### src/rtl/seg_scan4_pkg.sv
// seg_scan4 shared constants: active-low segment patterns and anode codes.
// Segment bit order is {g,f,e,d,c,b,a}.
package seg_scan4_pkg;

  localparam logic [6:0] SEG_0    = 7'h40;
  localparam logic [6:0] SEG_1    = 7'h79;
  localparam logic [6:0] SEG_2    = 7'h24;
  localparam logic [6:0] SEG_3    = 7'h30;
  localparam logic [6:0] SEG_4    = 7'h19;
  localparam logic [6:0] SEG_5    = 7'h12;
  localparam logic [6:0] SEG_6    = 7'h02;
  localparam logic [6:0] SEG_7    = 7'h78;
  localparam logic [6:0] SEG_8    = 7'h00;
  localparam logic [6:0] SEG_9    = 7'h10;
  localparam logic [6:0] SEG_DASH = 7'h3F;
  localparam logic [6:0] SEG_OFF  = 7'h7F;

  localparam logic [3:0] AN_OFF   = 4'b1111;

  function automatic logic [3:0] an_sel(input logic [1:0] idx);
    an_sel = ~(4'b0001 << idx);
  endfunction

endpackage

### src/rtl/seg_scan4_bcd7seg.sv
// bcd7seg: BCD digit to active-low 7-segment pattern.
// Codes 10..15 show a dash so bad counter values are visible.
module bcd7seg
  import seg_scan4_pkg::*;
(
  input  logic [3:0] bcd_i,
  output logic [6:0] seg_o
);

  always_comb begin
    seg_o = SEG_DASH;
    case (bcd_i)
      4'd0:    seg_o = SEG_0;
      4'd1:    seg_o = SEG_1;
      4'd2:    seg_o = SEG_2;
      4'd3:    seg_o = SEG_3;
      4'd4:    seg_o = SEG_4;
      4'd5:    seg_o = SEG_5;
      4'd6:    seg_o = SEG_6;
      4'd7:    seg_o = SEG_7;
      4'd8:    seg_o = SEG_8;
      4'd9:    seg_o = SEG_9;
      default: seg_o = SEG_DASH;
    endcase
  end

endmodule

### src/rtl/seg_scan4.sv
// seg_scan4: frame-latched 4-digit multiplexed 7-segment driver.
// Digits are captured once per frame so the display never tears.
module seg_scan4
  import seg_scan4_pkg::*;
#(
  parameter int SCAN_DIV = 12500
) (
  input  logic       clk,
  input  logic       cr,
  input  logic [3:0] d3,
  input  logic [3:0] d2,
  input  logic [3:0] d1,
  input  logic [3:0] d0,
  input  logic [3:0] dp_en,
  input  logic       lz_en,
  output logic [3:0] an,
  output logic [6:0] seg,
  output logic       dp,
  output logic       fr
);

  localparam int DW = (SCAN_DIV > 2) ? $clog2(SCAN_DIV) : 1;
  localparam logic [DW-1:0] DIV_MAX = DW'(SCAN_DIV - 1);

  logic [DW-1:0]   div_q, div_d;
  logic [1:0]      idx_q, idx_d;
  logic [3:0][3:0] sh_q, sh_d;
  logic [3:0]      dpm_q, dpm_d;
  logic            lz_q, lz_d;
  logic            fr_q, fr_d;
  logic [3:0]      an_q, an_d;
  logic [6:0]      seg_q, seg_d;
  logic            dp_q, dp_d;

  logic            tick;
  logic            cap;
  logic [3:0]      cur;
  logic [6:0]      dec;
  logic [3:0]      blank;

  assign tick = (div_q == DIV_MAX);
  assign cap  = tick && (idx_q == 2'd3);
  assign cur  = sh_q[idx_q];

  bcd7seg u_dec (
    .bcd_i (cur),
    .seg_o (dec)
  );

  // A digit blanks only if it and every digit left of it is zero.
  always_comb begin
    blank    = 4'b0000;
    blank[3] = lz_q && (sh_q[3] == 4'd0);
    blank[2] = blank[3] && (sh_q[2] == 4'd0);
    blank[1] = blank[2] && (sh_q[1] == 4'd0);
  end

  always_comb begin
    div_d = tick ? '0 : div_q + 1'b1;
    idx_d = tick ? idx_q + 2'd1 : idx_q;
    sh_d  = cap ? {d3, d2, d1, d0} : sh_q;
    dpm_d = cap ? dp_en : dpm_q;
    lz_d  = cap ? lz_en : lz_q;
    fr_d  = cap;
    an_d  = an_sel(idx_q);
    seg_d = blank[idx_q] ? SEG_OFF : dec;
    dp_d  = ~dpm_q[idx_q];
  end

  always_ff @(posedge clk) begin
    if (cr) begin
      div_q <= '0;
      idx_q <= 2'd0;
      sh_q  <= '0;
      dpm_q <= 4'b0000;
      lz_q  <= 1'b0;
      fr_q  <= 1'b0;
      an_q  <= AN_OFF;
      seg_q <= SEG_OFF;
      dp_q  <= 1'b1;
    end else begin
      div_q <= div_d;
      idx_q <= idx_d;
      sh_q  <= sh_d;
      dpm_q <= dpm_d;
      lz_q  <= lz_d;
      fr_q  <= fr_d;
      an_q  <= an_d;
      seg_q <= seg_d;
      dp_q  <= dp_d;
    end
  end

  assign an  = an_q;
  assign seg = seg_q;
  assign dp  = dp_q;
  assign fr  = fr_q;

endmodule

### config.mk
export PLATFORM = sky130hd
export DESIGN_NAME = seg_scan4
export DESIGN_NICKNAME = d
export VERILOG_FILES = /design/src/rtl/seg_scan4_pkg.sv /design/src/rtl/seg_scan4_bcd7seg.sv /design/src/rtl/seg_scan4.sv
export SDC_FILE = /design/constraint.sdc
export NUM_CORES = 1
export LEC_CHECK = 0
export BUFFER_PORTS_ARGS = -buffer_cell sky130_fd_sc_hd__buf_2
export CAP_MARGIN = 0
export CORE_MARGIN = 2
export CORE_UTILIZATION = 45
export DETAILED_ROUTE_END_ITERATION = 8
export GPL_ROUTABILITY_DRIVEN = 0
export PLACE_DENSITY = 0.66
export SYNTH_ARGS = -nofsm -noshare
export SYNTH_HDL_FRONTEND = slang
export SYNTH_SLANG_ARGS = --single-unit
### constraint.sdc
create_clock -name clk -period 3.7 [get_ports clk]
set_input_delay 0.185 -clock clk [delete_from_list [all_inputs] [get_ports clk]]
set_output_delay 0.185 -clock clk [all_outputs]
set_load 0.02 [all_outputs]
==> Yosys cells after proc, flatten, opt, wreduce, memory -nomap -nowiden <==
Memories as Yosys holds them, arrays and structs flattened. A register that Yosys moved wholly into a read port is not among the register bits.
Index checks and enable logic that the tools add are counted.
{ "word_totals": {"ff_bits": 43, "mem_bits_ro": 112, "inputBits": 23, "out_inout_bits": 13, "wordCells": 35, "memories": 1} }
{ "op_classes": {"n_addsub": 2, "order_cmp": 1, "n_eq_ne": 2, "n_shift": 1, "muxes": 6, "bitwise": 2, "reduce_logical": 9} }
{ "memory_table": {"columns": ["memory", "depth", "word_bits", "rd", "rd_clocked_by_memory_dff", "wr", "line_no", "source"], "rows": [
  ["(name not given)", 16, 7, 1, 1, 0, "seg_scan4_bcd7seg.sv:12", "case (bcd_i)"]
]} }
{ "ops": {"columns": ["op", "count"], "rows": [
  ["$add 14x1->14 const B", 1],
  ["$eq 14x14->1 const B", 1],
  ["$logic_not 4->1", 3],
  ["$bmux 4 s2", 1],
  ["$bmux 1 s2", 2],
  ["$logic_and 1x1->1", 4],
  ["$mux 4", 1],
  ["$not 4->4", 1],
  ["$reduce_or 2->1", 2],
  ["$shl 1x2->4 const A", 1],
  ["$lt 2x3->1 const B", 1],
  ["$add 2x1->2 const B", 1],
  ["$eq 2x2->1 const B", 1],
  ["$mux 1", 2],
  ["$not 1->1", 1]
]} }

==> Depth between registers and ports, before layout <==
{ "logic_depth": {"ltp_word": 7, "mapped_depth": 8, "depth_no_buf": 7} }

==> Hierarchy <==
From an unflattened synthesis, not the netlist that was laid out.
{ "unflattened": {"cells_unflattened": 231, "area_unflattened_um2": 2324.7} }
{ "modules_own_cells": {"columns": ["mod", "n_inst", "cells_each", "area_each_um2", "seq_area_each_um2"], "rows": [
  ["seg_scan4", 1, 200, 2084.5, 1001.0],
  ["bcd7seg", 1, 31, 240.2, 0.0]
]} }

==> Worst setup path before layout <==
OpenSTA, ideal clock, no wires.
{ "synth_timing": {"kind": "register -> register", "from": "reg idx_q[0]", "to": "reg seg_q[4] (netlist: seg[4])", "setup_time_ns": 0.140, "t_arrival_ns": 1.801, "t_required_ns": 3.560, "slack_ns": 1.759, "path_stages_with_launch": 9, "n_path_buf": 1, "period_less_slack_ns": 1.941, "cell_sequence": "dfxtp_1 > buf_6 > mux4_1 > inv_1 > ha_1 > inv_1 > mux2_4 > o21ai_2 > nand3_1"} }
{ "synth_between": {"elab_chain_cells": 3, "elab_cells_between_ends": 5, "classes_between": "mux: 4; reduce/logical: 1"} }
{ "synth_lines": {"columns": ["item", "line_no", "source"], "rows": [
  ["from (decl)", "seg_scan4.sv:26", "logic [1:0] idx_q, idx_d;"],
  ["from (signal assigned)", "seg_scan4.sv:83", "idx_q <= idx_d;"],
  ["$bmux 1 s2", "seg_scan4.sv:66", "seg_d = blank[idx_q] ? SEG_OFF : dec;"],
  ["$mux 1 (implied by the code)", "seg_scan4.sv:66", null],
  ["$reduce_or 2->1 (no source line)", null, null],
  ["to (decl)", "seg_scan4.sv:32", "logic [6:0] seg_q, seg_d;"]
]} }
Several ways; a longest one is shown, not always the timed one. The select of a mux whose other input is x is not followed.
A chain may end at the register's enable or synchronous reset.

==> Worst setup path in the final report <==
{ "layout_timing": {"from": "reg div_q[9]", "to": "reg sh_q[2] (netlist bit)"} }
{ "layout_between": {"elab_chain_cells": 2} }
{ "layout_lines": {"columns": ["item", "line_no", "source"], "rows": [
  ["from (decl)", "seg_scan4.sv:25", "logic [DW-1:0] div_q, div_d;"],
  ["from (signal assigned)", "seg_scan4.sv:82", "div_q <= div_d;"],
  ["$eq 14x14->1", "seg_scan4.sv:41", "assign tick = (div_q == DIV_MAX);"],
  ["$logic_and 1x1->1", "seg_scan4.sv:42", "assign cap = tick && (idx_q == 2'd3);"],
  ["to (signal assigned)", "seg_scan4.sv:74", "sh_q <= '0;"],
  ["to (signal assigned)", "seg_scan4.sv:84", "sh_q <= sh_d;"],
  ["to (decl)", "seg_scan4.sv:27", "logic [3:0][3:0] sh_q, sh_d;"]
]} }
Every way passes these cells.

==> results <==
- The clock transition time at the flip-flop clock pins of the worst setup and hold paths is 0.09 ns.
- The average routed wire per standard cell is 14.43 um.
- The global router's overall resource usage is 18.30%.
- The most area-hungry cell type in the Yosys netlist is sky130_fd_sc_hd__dfxtp_1.
- Entering global routing, the biggest net connects 27 pins.
- The number of warnings printed during yosys synthesis is 0.
- Global routing finished with a remaining overflow of 0.
- The final count of pins violating max slew is 0.
- Clock tree synthesis inserted a total of 5 buffers.
- In this run the top signal layer used is met4.
- Excluding fillers, the count of instances in the completed layout stands at 347.
- The mean area per synthesized cell is 9.103 sq um.
- After floorplanning, the core was divided into 26 placement rows.
- For the worst setup path, the data required time is 3.92 ns.
- The post-synthesis cell type count is 35.
- The worst path uses 63.64% of the clock period.
- The floorplan die area is 5813 sq um.
- The setup slack of the worst register-to-register path is 1.35 ns.
- From bottom edge to top edge, the die measures 76.24 um.
- During I/O placement, the number of pins put on the boundary was 36.
- At the pin with the least slew margin, the transition time is 1.007 ns.
- Sorting the synthesized cells by area gives the leading types as sky130_fd_sc_hd__dfxtp_1 43%, sky130_fd_sc_hd__o31ai_1 7.4%, sky130_fd_sc_hd__nand4_1 6.7%.
- The first TritonRoute pass finished after 4 iterations.
- The clock latency of the later-clocked register in the worst-skew pair is 0.30 ns.
- Data on the critical path arrives at its endpoint at 2.58 ns.
- The minimum hold slack is 0.1278 ns.
- The cell area after technology mapping is 2349 sq um.
- Dividing the detail-routed via count by the number of cells gives 5.559.
- Counting flops with a built-in enable in the synthesized netlist gives 0.
- The horizontal die dimension is 76.24 um.
- The number of hold buffers added after CTS was 0.
- The clock skew after layout is 0.009300 ns.
- The peak ir drop on the vdd network is 0.0002704 V.
- The share of synthesized area in the top cell type comes to 42.62%.
- The headroom to the max-slew limit is 32.84%.
- The total negative slack is 0 ns.
- After synthesis, the most frequently instantiated cells are 50 x sky130_fd_sc_hd__dfxtp_1, 27 x sky130_fd_sc_hd__a21oi_1, 25 x sky130_fd_sc_hd__nand4_1, 23 x sky130_fd_sc_hd__o31ai_1.
- The total area inside the core boundary comes to 5075 sq um.
- The remaining antenna violation count after routing is 0.
- The post-CTS setup repair buffer count is 0.
- The run finished with clean final reports.
- Once placement completed, the tool counted placed cells totaling 340.
- Among all flip-flop cells after synthesis, the most frequent one is sky130_fd_sc_hd__dfxtp_1.
- Of the cells placed in the final design, the portion with a size suffix greater than 1 is 17.69%.
- The placed wire-length estimate is 3354 um.
- In this run the number of H-tree levels came out at 2.
- The final count of negative-setup-slack endpoints is 0.
- The total number of clock tree sinks is 50.
- The antenna diode count is 0.
- The routed design has 5008 um of wire.
- Synthesis inferred 50 register bits.
- In this run the worst setup path begins at div_q[9].
- Setup repair after global routing left no endpoint under its margin.
- Total power for the finished layout comes to 893.9 uW.
- The post-synth net total is 291.
- Cells fill 51.11% of the core in the end.
- The CTS root buffer is sky130_fd_sc_hd__clkbuf_8.
- Dividing total power by cell area gives a power density of 344.6 nW/um^2.
- The initial utilization of the core area, before any placement, comes to 46.28%.
- The path class of the lowest-slack min-delay path is in2reg.
- The TritonCTS clock tree is done.
- After the first detailed-routing iteration, the DRC count stood at 142.
- Across the run, the number of max-cap violations was 0.
- The cell count after synthesis came out at 258.
- The initial antenna violation count was 0.
- In this run the deepest clock path goes through 2 buffers.
- The final count of hold timing violations is 0.
- After detailed routing, the wire length on met1 is 2462 um.
- The number of remaining DRC errors is 0.
- The proportion of synthesized chip area in sequential cells is 42.62%.
- Once the clock tree was built, the resizer swapped 0 gates to a different size.
- The type of origin of the critical path is a flip-flop.
- Subtracting the final worst setup slack from the clock period gives 2.355 ns.
- The number of nets in the finished design is 310.
- Summing over every cut layer, the via total after detailed routing is 1929.
- By startpoint and endpoint, the worst setup path is classified as reg2reg.
- Wire segments on met3 add up to 240 um in the final route.
- The count of cells along the worst register-to-register path is 4.
- Buffers placed on the I/O ports in this run total 35.
- Following the worst setup path forward leads to its endpoint at sh_q[2].
- Relative to the synthesized area, the layout overhead comes to 10.44%.
- The highest clock rate is 0.4247 GHz.
- The first global-routing pass estimated 8625 um of wire.
- After detailed routing, the met2 layer carries 2289 um of wire.
- Along the worst path, the maximum fanout reaches 26.
- The leakage dissipation is 0.0009381 uW.
- Among all cell types in the netlist, the one instantiated most often is sky130_fd_sc_hd__dfxtp_1.
- The worst register-to-register path ends at sh_q[2].
- In this run the critical register-to-register path is launched from div_q[9].
- The number of global-route vias before repair is 1790.
- STA classifies the critical path endpoint as a flip-flop.
- For this run, asynchronously set or reset flops after synthesis account for 0%.
critical path, stage by stage, from the launching register on:
cell                       delay (ns)
sky130_fd_sc_hd__dfxtp_1         0.34
sky130_fd_sc_hd__nand2b_1        0.60
sky130_fd_sc_hd__and3b_1         0.95
sky130_fd_sc_hd__nand4_1         0.18
sky130_fd_sc_hd__a21oi_1         0.19
cells by family (layout without fill, tap and decap cells):
family	count (synthesis)	after routing	synth area share, %
compound gates	62	62	16.25
xor+xnor	10	10	3.730
fa+ha+maj	10	10	5.328
buf+inv	34	53	6.233
flops	50	50	42.62
mux	6	6	5.753
simple gates	86	86	20.09
through the flow:
stage | worst slack (ns) | cell area, sq um
final | 1.345 | 2594
after global routing | 1.146 | 2594
after CTS | 1.373 | 2594
after detailed placement | 1.415 | 2514
after global placement | 1.443 | 2514
after floorplan | 1.759 | 2349
report_power, final:
part	internal, uW	switching, uW
Combinational	15.7	27.1
Sequential	544	3.09
Clock	130	174
Total	690	204
layout by cell type, fill, tap and decap left out, drive strengths merged:
cell type | synthesis | routed
nand3 | 13 | 13
nor3 | 2 | 2
ha | 10 | 10
nand4 | 25 | 25
and3b | 1 | 1
inv | 9 | 9
xnor2 | 1 | 1
and2 | 4 | 4
xor2 | 9 | 9
clkinvlp | 0 | 1
and3 | 1 | 1
o21bai | 2 | 2
o21ai | 8 | 8
nand2b | 1 | 1
nand3b | 1 | 1
and4 | 3 | 3
clkbuf | 17 | 6
or4 | 3 | 3
o211ai | 2 | 2
buf | 8 | 37
mux4 | 5 | 5
or3b | 1 | 1
a21oi | 27 | 27
nor2 | 17 | 17
nor2b | 1 | 1
o31ai | 23 | 23
mux2 | 1 | 1
or3 | 1 | 1
nand2 | 10 | 10
dfxtp | 50 | 50
nor4 | 2 | 2
flip-flops by register name, summed over array words and instances, names as in the netlist:
register / flops
seg: 7
fr: 1
div_q: 14
idx_q: 2
an: 4
sh_q: 16
dpm_q: 4
lz_q: 1
dp: 1
how the worst min path moves through the flow:
stage                   from        to  slack (ns)  depth (start not counted)
floorplan                 cr  dpm_q[3]        0.25                          1
global placement    div_q[0]  div_q[0]        0.42                          1
detailed placement  div_q[0]  div_q[0]        0.44                          1
CTS                    d3[1]  sh_q[13]        0.12                          3
global route        dp_en[0]  dpm_q[0]        0.12                          3
finish                 d3[1]  sh_q[13]        0.13                          3
cell type report:
cell class              instances  area (sq um)
clock inverters                 1         7.507
inverters                       9         33.78
repair buffers                 37         190.2
well taps                      70         87.58
clock buffers                   6         72.57
multi-input cells             174          1201
fillers                       514          2481
flip-flops and latches         50          1001
routing by layer:
layer | vias up | track usage [%]
li1 | 978 | -
met2 | 51 | 28.32
met1 | 896 | 25.41
met5 | - | 0
met4 | 0 | 3.273
met3 | 4 | 5.806
(Power assumes the default switching activity.)
